===== src/rtl/trap_ctrl_if.sv =====
// Purpose: bundles the EX-stage request, CSR-file and fetch/PC-select signals of
//          the trap controller.
// Ports (by modport):
//   master - the surrounding pipeline: drives EX request, irq lines, CSR values and
//            pipe_empty; observes stall/flush/redirect and the CSR update pulses.
//   slave  - trap_ctrl itself: the opposite directions.
interface trap_ctrl_if;
    // EX stage request side
    logic        ex_valid;
    logic [31:0] ex_pc;
    logic        ecall_req;
    logic        mret_req;
    // Interrupt lines (level)
    logic        irq_sw;
    logic        irq_timer;
    logic        irq_ext;
    // CSR file values
    logic        mstatus_mie;
    logic [31:0] mie_in;
    logic [31:0] mtvec_in;
    logic [31:0] mepc_in;
    // Pipeline status
    logic        pipe_empty;
    // Controller outputs
    logic        stall_fetch;
    logic        do_ecall;
    logic        do_mret;
    logic        do_irq;
    logic [31:0] trap_pc;
    logic [31:0] irq_cause;
    logic [31:0] mip_out;
    logic        flush;
    logic        redirect_valid;
    logic [31:0] redirect_pc;
    logic        busy;
    logic        drain_timeout;

    modport master (
        output ex_valid, ex_pc, ecall_req, mret_req,
        output irq_sw, irq_timer, irq_ext,
        output mstatus_mie, mie_in, mtvec_in, mepc_in, pipe_empty,
        input  stall_fetch, do_ecall, do_mret, do_irq, trap_pc, irq_cause,
        input  mip_out, flush, redirect_valid, redirect_pc, busy, drain_timeout
    );

    modport slave (
        input  ex_valid, ex_pc, ecall_req, mret_req,
        input  irq_sw, irq_timer, irq_ext,
        input  mstatus_mie, mie_in, mtvec_in, mepc_in, pipe_empty,
        output stall_fetch, do_ecall, do_mret, do_irq, trap_pc, irq_cause,
        output mip_out, flush, redirect_valid, redirect_pc, busy, drain_timeout
    );
endinterface


===== src/rtl/trap_ctrl.sv =====
// Purpose: machine-mode trap entry/exit sequencer. Picks one event (ecall, mret or
//          an enabled interrupt) from EX, stalls fetch while the pipe drains, pulses
//          the CSR-file update for one cycle, then flushes and redirects fetch.
// Ports:
//   clk  - clock, all state on the rising edge
//   rst  - asynchronous active-high reset
//   bus  - trap_ctrl_if.slave: EX request, irq lines, CSR values, pipe_empty in;
//          stall/flush/redirect, CSR pulses, trap_pc/irq_cause, mip_out, busy,
//          drain_timeout out.
module trap_ctrl #(
    parameter int unsigned DRAIN_MAX = 8
) (
    input  logic        clk,
    input  logic        rst,
    trap_ctrl_if.slave  bus
);
    // Counter only ever holds 0..DRAIN_MAX-1
    localparam int unsigned CNT_W = (DRAIN_MAX > 1) ? $clog2(DRAIN_MAX) : 1;
    localparam logic [CNT_W-1:0] CNT_LAST = CNT_W'(DRAIN_MAX - 1);

    localparam logic [31:0] CAUSE_SW  = 32'h8000_0003;
    localparam logic [31:0] CAUSE_TMR = 32'h8000_0007;
    localparam logic [31:0] CAUSE_EXT = 32'h8000_000B;

    typedef enum logic [1:0] {S_IDLE, S_DRAIN, S_COMMIT, S_REDIRECT} state_e;
    typedef enum logic [1:0] {K_ECALL, K_MRET, K_IRQ} kind_e;

    state_e           state_q, state_d;
    kind_e            kind_q,  kind_d;
    logic [CNT_W-1:0] cnt_q,   cnt_d;
    logic [31:0]      pc_q,    pc_d;
    logic [31:0]      cause_q, cause_d;
    logic [31:0]      mip_q,   mip_d;
    logic             tmo_q,   tmo_d;

    logic [31:0]      irq_en;
    logic [31:0]      tvec_base;
    logic             unused_irq_en;

    // Pending bits are a plain one-cycle register of the irq lines
    always_comb begin
        mip_d     = '0;
        mip_d[3]  = bus.irq_sw;
        mip_d[7]  = bus.irq_timer;
        mip_d[11] = bus.irq_ext;
    end

    assign irq_en        = mip_q & bus.mie_in & {32{bus.mstatus_mie}};
    assign unused_irq_en = ^{irq_en[31:12], irq_en[10:8], irq_en[6:4], irq_en[2:0]};
    assign tvec_base     = {bus.mtvec_in[31:2], 2'b00};

    // State and capture registers
    always_ff @(posedge clk or posedge rst) begin
        if (rst) begin
            state_q <= S_IDLE;
            kind_q  <= K_ECALL;
            cnt_q   <= '0;
            pc_q    <= '0;
            cause_q <= '0;
            mip_q   <= '0;
            tmo_q   <= 1'b0;
        end else begin
            state_q <= state_d;
            kind_q  <= kind_d;
            cnt_q   <= cnt_d;
            pc_q    <= pc_d;
            cause_q <= cause_d;
            mip_q   <= mip_d;
            tmo_q   <= tmo_d;
        end
    end

    // Next-state and state-decoded outputs
    always_comb begin
        state_d = state_q;
        kind_d  = kind_q;
        cnt_d   = cnt_q;
        pc_d    = pc_q;
        cause_d = cause_q;
        tmo_d   = tmo_q;

        bus.stall_fetch    = 1'b0;
        bus.do_ecall       = 1'b0;
        bus.do_mret        = 1'b0;
        bus.do_irq         = 1'b0;
        bus.trap_pc        = '0;
        bus.irq_cause      = '0;
        bus.flush          = 1'b0;
        bus.redirect_valid = 1'b0;
        bus.redirect_pc    = '0;
        bus.busy           = (state_q != S_IDLE);
        bus.mip_out        = mip_q;
        bus.drain_timeout  = tmo_q;

        case (state_q)
            S_IDLE: begin
                if (bus.ex_valid) begin
                    // Fixed priority: ecall > mret > ext > sw > timer
                    state_d = S_DRAIN;
                    if (bus.ecall_req) begin
                        kind_d  = K_ECALL;
                        cause_d = '0;
                    end else if (bus.mret_req) begin
                        kind_d  = K_MRET;
                        cause_d = '0;
                    end else if (irq_en[11]) begin
                        kind_d  = K_IRQ;
                        cause_d = CAUSE_EXT;
                    end else if (irq_en[3]) begin
                        kind_d  = K_IRQ;
                        cause_d = CAUSE_SW;
                    end else if (irq_en[7]) begin
                        kind_d  = K_IRQ;
                        cause_d = CAUSE_TMR;
                    end else begin
                        state_d = S_IDLE;
                    end
                    if (state_d == S_DRAIN) begin
                        pc_d  = bus.ex_pc;
                        cnt_d = '0;
                    end
                end
            end
            S_DRAIN: begin
                bus.stall_fetch = 1'b1;
                cnt_d           = cnt_q + CNT_W'(1);
                if (bus.pipe_empty) begin
                    state_d = S_COMMIT;
                    cnt_d   = '0;
                end else if (cnt_q == CNT_LAST) begin
                    // Give up waiting; commit anyway and remember it happened
                    state_d = S_COMMIT;
                    cnt_d   = '0;
                    tmo_d   = 1'b1;
                end
            end
            S_COMMIT: begin
                bus.stall_fetch = 1'b1;
                bus.do_ecall    = (kind_q == K_ECALL);
                bus.do_mret     = (kind_q == K_MRET);
                bus.do_irq      = (kind_q == K_IRQ);
                bus.trap_pc     = pc_q;
                bus.irq_cause   = cause_q;
                state_d         = S_REDIRECT;
            end
            S_REDIRECT: begin
                // CSR values here already reflect the update pulsed in COMMIT
                bus.stall_fetch    = 1'b1;
                bus.flush          = 1'b1;
                bus.redirect_valid = 1'b1;
                case (kind_q)
                    K_MRET:  bus.redirect_pc = bus.mepc_in;
                    K_IRQ:   bus.redirect_pc = (bus.mtvec_in[1:0] == 2'b01)
                                             ? tvec_base + {25'b0, cause_q[4:0], 2'b00}
                                             : tvec_base;
                    default: bus.redirect_pc = tvec_base;
                endcase
                state_d = S_IDLE;
            end
            default: state_d = S_IDLE;
        endcase
    end
endmodule


===== src/flat_wrapper.sv =====
// flat-port wrapper written by rule: the top's interface ports become plain ports
module trap_ctrl_flat 
#(
    parameter int unsigned DRAIN_MAX = 8
)
  (clk, rst, bus_ex_valid, bus_ex_pc, bus_ecall_req, bus_mret_req, bus_irq_sw, bus_irq_timer, bus_irq_ext, bus_mstatus_mie, bus_mie_in, bus_mtvec_in, bus_mepc_in, bus_pipe_empty, bus_stall_fetch, bus_do_ecall, bus_do_mret, bus_do_irq, bus_trap_pc, bus_irq_cause, bus_mip_out, bus_flush, bus_redirect_valid, bus_redirect_pc, bus_busy, bus_drain_timeout);
  trap_ctrl_if bus_i ();
  input  logic clk;
  input  logic rst;
  input wire logic [$bits(bus_i.ex_valid)-1:0] bus_ex_valid;
  input wire logic [$bits(bus_i.ex_pc)-1:0] bus_ex_pc;
  input wire logic [$bits(bus_i.ecall_req)-1:0] bus_ecall_req;
  input wire logic [$bits(bus_i.mret_req)-1:0] bus_mret_req;
  input wire logic [$bits(bus_i.irq_sw)-1:0] bus_irq_sw;
  input wire logic [$bits(bus_i.irq_timer)-1:0] bus_irq_timer;
  input wire logic [$bits(bus_i.irq_ext)-1:0] bus_irq_ext;
  input wire logic [$bits(bus_i.mstatus_mie)-1:0] bus_mstatus_mie;
  input wire logic [$bits(bus_i.mie_in)-1:0] bus_mie_in;
  input wire logic [$bits(bus_i.mtvec_in)-1:0] bus_mtvec_in;
  input wire logic [$bits(bus_i.mepc_in)-1:0] bus_mepc_in;
  input wire logic [$bits(bus_i.pipe_empty)-1:0] bus_pipe_empty;
  output wire logic [$bits(bus_i.stall_fetch)-1:0] bus_stall_fetch;
  output wire logic [$bits(bus_i.do_ecall)-1:0] bus_do_ecall;
  output wire logic [$bits(bus_i.do_mret)-1:0] bus_do_mret;
  output wire logic [$bits(bus_i.do_irq)-1:0] bus_do_irq;
  output wire logic [$bits(bus_i.trap_pc)-1:0] bus_trap_pc;
  output wire logic [$bits(bus_i.irq_cause)-1:0] bus_irq_cause;
  output wire logic [$bits(bus_i.mip_out)-1:0] bus_mip_out;
  output wire logic [$bits(bus_i.flush)-1:0] bus_flush;
  output wire logic [$bits(bus_i.redirect_valid)-1:0] bus_redirect_valid;
  output wire logic [$bits(bus_i.redirect_pc)-1:0] bus_redirect_pc;
  output wire logic [$bits(bus_i.busy)-1:0] bus_busy;
  output wire logic [$bits(bus_i.drain_timeout)-1:0] bus_drain_timeout;
  assign bus_i.ex_valid = bus_ex_valid;
  assign bus_i.ex_pc = bus_ex_pc;
  assign bus_i.ecall_req = bus_ecall_req;
  assign bus_i.mret_req = bus_mret_req;
  assign bus_i.irq_sw = bus_irq_sw;
  assign bus_i.irq_timer = bus_irq_timer;
  assign bus_i.irq_ext = bus_irq_ext;
  assign bus_i.mstatus_mie = bus_mstatus_mie;
  assign bus_i.mie_in = bus_mie_in;
  assign bus_i.mtvec_in = bus_mtvec_in;
  assign bus_i.mepc_in = bus_mepc_in;
  assign bus_i.pipe_empty = bus_pipe_empty;
  assign bus_stall_fetch = bus_i.stall_fetch;
  assign bus_do_ecall = bus_i.do_ecall;
  assign bus_do_mret = bus_i.do_mret;
  assign bus_do_irq = bus_i.do_irq;
  assign bus_trap_pc = bus_i.trap_pc;
  assign bus_irq_cause = bus_i.irq_cause;
  assign bus_mip_out = bus_i.mip_out;
  assign bus_flush = bus_i.flush;
  assign bus_redirect_valid = bus_i.redirect_valid;
  assign bus_redirect_pc = bus_i.redirect_pc;
  assign bus_busy = bus_i.busy;
  assign bus_drain_timeout = bus_i.drain_timeout;
  trap_ctrl #(.DRAIN_MAX(DRAIN_MAX)) u_core (.clk(clk), .rst(rst), .bus(bus_i));
endmodule

===== config.mk =====
export PLATFORM = sky130hd
export DESIGN_NAME = trap_ctrl_flat
export DESIGN_NICKNAME = d
export VERILOG_FILES = /design/src/rtl/trap_ctrl_if.sv /design/src/rtl/trap_ctrl.sv /design/src/flat_wrapper.sv
export SDC_FILE = /design/constraint.sdc
export NUM_CORES = 1
export LEC_CHECK = 0
export ABC_AREA = 1
export BUFFER_PORTS_ARGS = -buffer_cell sky130_fd_sc_hd__buf_2
export CAP_MARGIN = 5
export CORE_AREA = 2 2 133 83
export DETAILED_ROUTE_END_ITERATION = 10
export DIE_AREA = 0 0 135 85
export GPL_TIMING_DRIVEN = 1
export PLACE_DENSITY = 0.78
export SKIP_LAST_GASP = 1
export SLEW_MARGIN = 25
export SYNTH_ARGS = -nofsm -noshare
export SYNTH_HDL_FRONTEND = slang
export SYNTH_SLANG_ARGS = --single-unit

===== constraint.sdc =====
create_clock -name clk -period 3.7 [get_ports clk]
set_input_delay 1.11 -clock clk [delete_from_list [all_inputs] [get_ports clk]]
set_output_delay 1.11 -clock clk [all_outputs]
set_load 0.02 [all_outputs]

==> impl_results.md <==
* End of the worst register-to-register path: u_core.pc_q[27]
* TNS Setup at -2774 ps
* Total power at 0.003915 W
* Fin worst setup slack at -215.3 ps
* DRC viols at 0
* Gp weighted congestion at 0.9644
* Router iterations before antenna repair at 5
* Gr ovfl total at 0
* Hold Path Depth at 1
* Synth Register Bits at 45
* Count of final hold-check violations at 0
* Largest fanout on the critical path at 4
* Syn Area/Cell at 6.355 um2
* Comb pwr share at 0.679
* CP Launch Type: primary input
* Pwr dens at 647.9 nW/um2
* Iter 0 DRT Violations at 317
* Largest area contributor in the netlist: dfrtp_1
* Achievable Freq at 255.4 MHz
* Most common cell in the netlist: nand2_1
* Sequential cell area at 1126 um2
* Final period util at 1.058
* Failing checks: negative setup slack
* Die ar. at 11480 um2
* Yosys warning count at 0
* First-pass GRT wire length at 21230 um
* N_diodes at 0
* Internal cell power at 0.001837 W
* TritonCTS clock tree: built
* Leak at 3.522 nW
* Status: finished with violations
* Commonest cells in the synthesized netlist: nand2_1 (216), inv_1 (89), buf_4 (60), a21oi_1 (54), nand3_1 (47)
* GRT Resource Usage Total at 0.2297
* Share of cells above drive strength 1 at 0.3597
* Initial Util at 0.4304
* Die W at 135 um
* Fillers at 1024
* HP Class: flop to flop
* Top_reg_cell synth: dfrtp_1
* Sw Ratio at 0.5308
* Max-slew headroom at 0.4995
* Post-DR vias/cell at 4.844
* Clock sinks at 45
* Hpwl dp at 10340 um
* Max_cap viols at 0
* CP arrival at 2810 ps
* Async SR Flop Fraction at 1.000
* FF-to-FF Start: u_core.state_q[0]
* Synth cell types at 43
* Hold Startpoint: u_core.bus.drain_timeout
* FF-to-FF path depth at 7
* Worst-margin pin slew at 749.9 ps
* Worst hold path endpoint: u_core.bus.drain_timeout
* Post-synthesis cell count at 698
* Worst setup EP type: output pin
* Flop2flop setup slack at 1820 ps
* Io pins at 274
* Initial antenna violation count at 0
* Sequential share of power at 0.208
* Multi-input gate area at 2889 um2
* Sequential cell area fraction in the yosys report at 0.2539
* Post-DRT Antenna Nets at 0
* Min Tclk post-route at 3915 ps
* Setup WS pre-CTS at -365.3 ps
* Clk buf depth at 2
* Peak supply drop at 377.0 uV
* Final setup fails at 26
* Slew Viols, Final at 0
* Vias in the first global route at 4380
* IO buf count at 188
* # rows at 29
* Die Span Y at 85 um
* H-tree levels at 2
* Nets at 1050
* RSZ-0062 raised after global routing: yes
* Area Growth Syn to Fin at 36.22%
* Clk_lat worst skew at 290 ps
* Mapped Area at 4436 um2
* Routed vias at 5023
* Setup Skew at 6.380 ps
* Final core occ at 0.5863
* Largest net degree at the start of global routing at 46
* Number of synthesized flops with an enable pin at 0
* Detailed Route WL at 13890 um
* Clk network pwr share at 0.113
* Total CTS buffers at 5
* Worst endpoint required time at 2590 ps
* Core area at 10300 um2
* WL/cell at 13.40 um
* Root Buffer Master: clkbuf_16
* WS Path Type: primary input to output pin
* Area contributors post-synth: dfrtp_1 (25%), nand2_1 (18%), buf_4 (10%)
* CTS clk-pin slew, worst paths at 60 ps
* Switching power of the nets at 0.002078 W
* Post-synth top area share at 0.2539
[cell type report]
class,instances,share of cell area
timing repair buffer,221,0.2228
inverter,95,0.05964
clock buffer,5,0.02071
sequential,45,0.1864
multi-input combinational,529,0.4782
clock inverter,3,0.003520
tap,139,0.02878
[metal layers]
layer	vias up	global-route usage	wire, um
met5	-	0	0
met4	0	0.03977	76
met3	8	0.06033	1412
met2	245	0.3590	6316
met1	2277	0.3253	6090
li1	2493	-	-
[kinds of logic after synthesis]
family | after synthesis | synth area share
buf+inv | 180 | 0.2073
simple gates | 343 | 0.3498
compound gates | 114 | 0.1442
fa+ha+maj | 15 | 0.04401
flops | 45 | 0.2539
other cells | 1 | 0.0008455
[metrics by stage]
| step | instances | hold WS (ps) | cell area, um2 |
|---|---|---|---|
| 3_3_place_gp | 1019 | 458.5 | 5430 |
| 6_report | 1037 | 474.7 | 6042 |
| 4_1_cts | 1031 | 477.1 | 5786 |
| 2_1_floorplan | 753 | 448.7 | 4686 |
| 3_5_place_dp | 1019 | 462.5 | 5430 |
| 5_1_grt | 1037 | 497.5 | 6042 |
[worst max path at each step]
stage,depth (start not counted),endpoint,startpoint,slack [ps]
after detailed placement,15,bus_redirect_pc[20],bus_mtvec_in[2],-370
after global routing,14,bus_redirect_pc[12],bus_mtvec_in[2],-300
after global placement,15,bus_redirect_pc[20],bus_mtvec_in[2],-350
after CTS,15,bus_redirect_pc[28],bus_mtvec_in[2],-230
final,14,bus_redirect_pc[12],bus_mtvec_in[2],-220
after floorplan,12,bus_redirect_pc[28],bus_mtvec_in[2],-8
[state kept, by name, indices dropped and copies added, names as in the netlist]
name,cells
u_core.bus.drain_timeout,1
u_core.bus.mip_out,3
u_core.cause_q,3
u_core.cnt_q,3
u_core.kind_q,1
u_core.pc_q,32
u_core.state_q,2
[worst max-delay path, cell delays in order]
cell and delay, ps:
buf_8 80, ha_4 130, inv_2 30, fa_2 390, inv_2 90, nand3_2 70
nand2_2 100, nand3_4 80, nor2_4 130, buf_6 120, or2_1 110, nand3_2 80
a21oi_4 160, buf_6 130
[power groups by stage]
stage | Combinational (W) | Sequential (W) | Clock, W
finish | 0.00266 | 0.000815 | 0.000442
floorplan | 0.00174 | 0.000789 | 0
global route | 0.00292 | 0.000846 | 0.000479
global placement | 0.00232 | 0.000807 | 0
CTS | 0.00247 | 0.000813 | 0.000455
detailed placement | 0.00235 | 0.000815 | 0
[cells in the final DEF, fill, tap and decap left out, types with 5 or more instances in the layout]
master and count:
o21ai_0 36, inv_1 85, nor2_1 26, buf_6 12, clkbuf_16 5, buf_4 44, nand4_1 13, nand2_4 6
nor2_4 13, nand3_2 7, dfrtp_1 45, nor2_2 7, conb_1 56, a21oi_2 21, ha_1 10, inv_2 7
buf_2 161, nand2_1 206, nand2_2 15, a21oi_1 35, o21bai_1 5, nand3_1 41
[timing repair]
action	4_1_cts	5_1_grt
cloned	0	1
pin swaps	17	28
resized for setup	48	54
hold buffers	0	0
endpoints found under the setup margin	27	28
buffers inserted	4	5
Note: power is estimated with default switching activity, not from simulation.
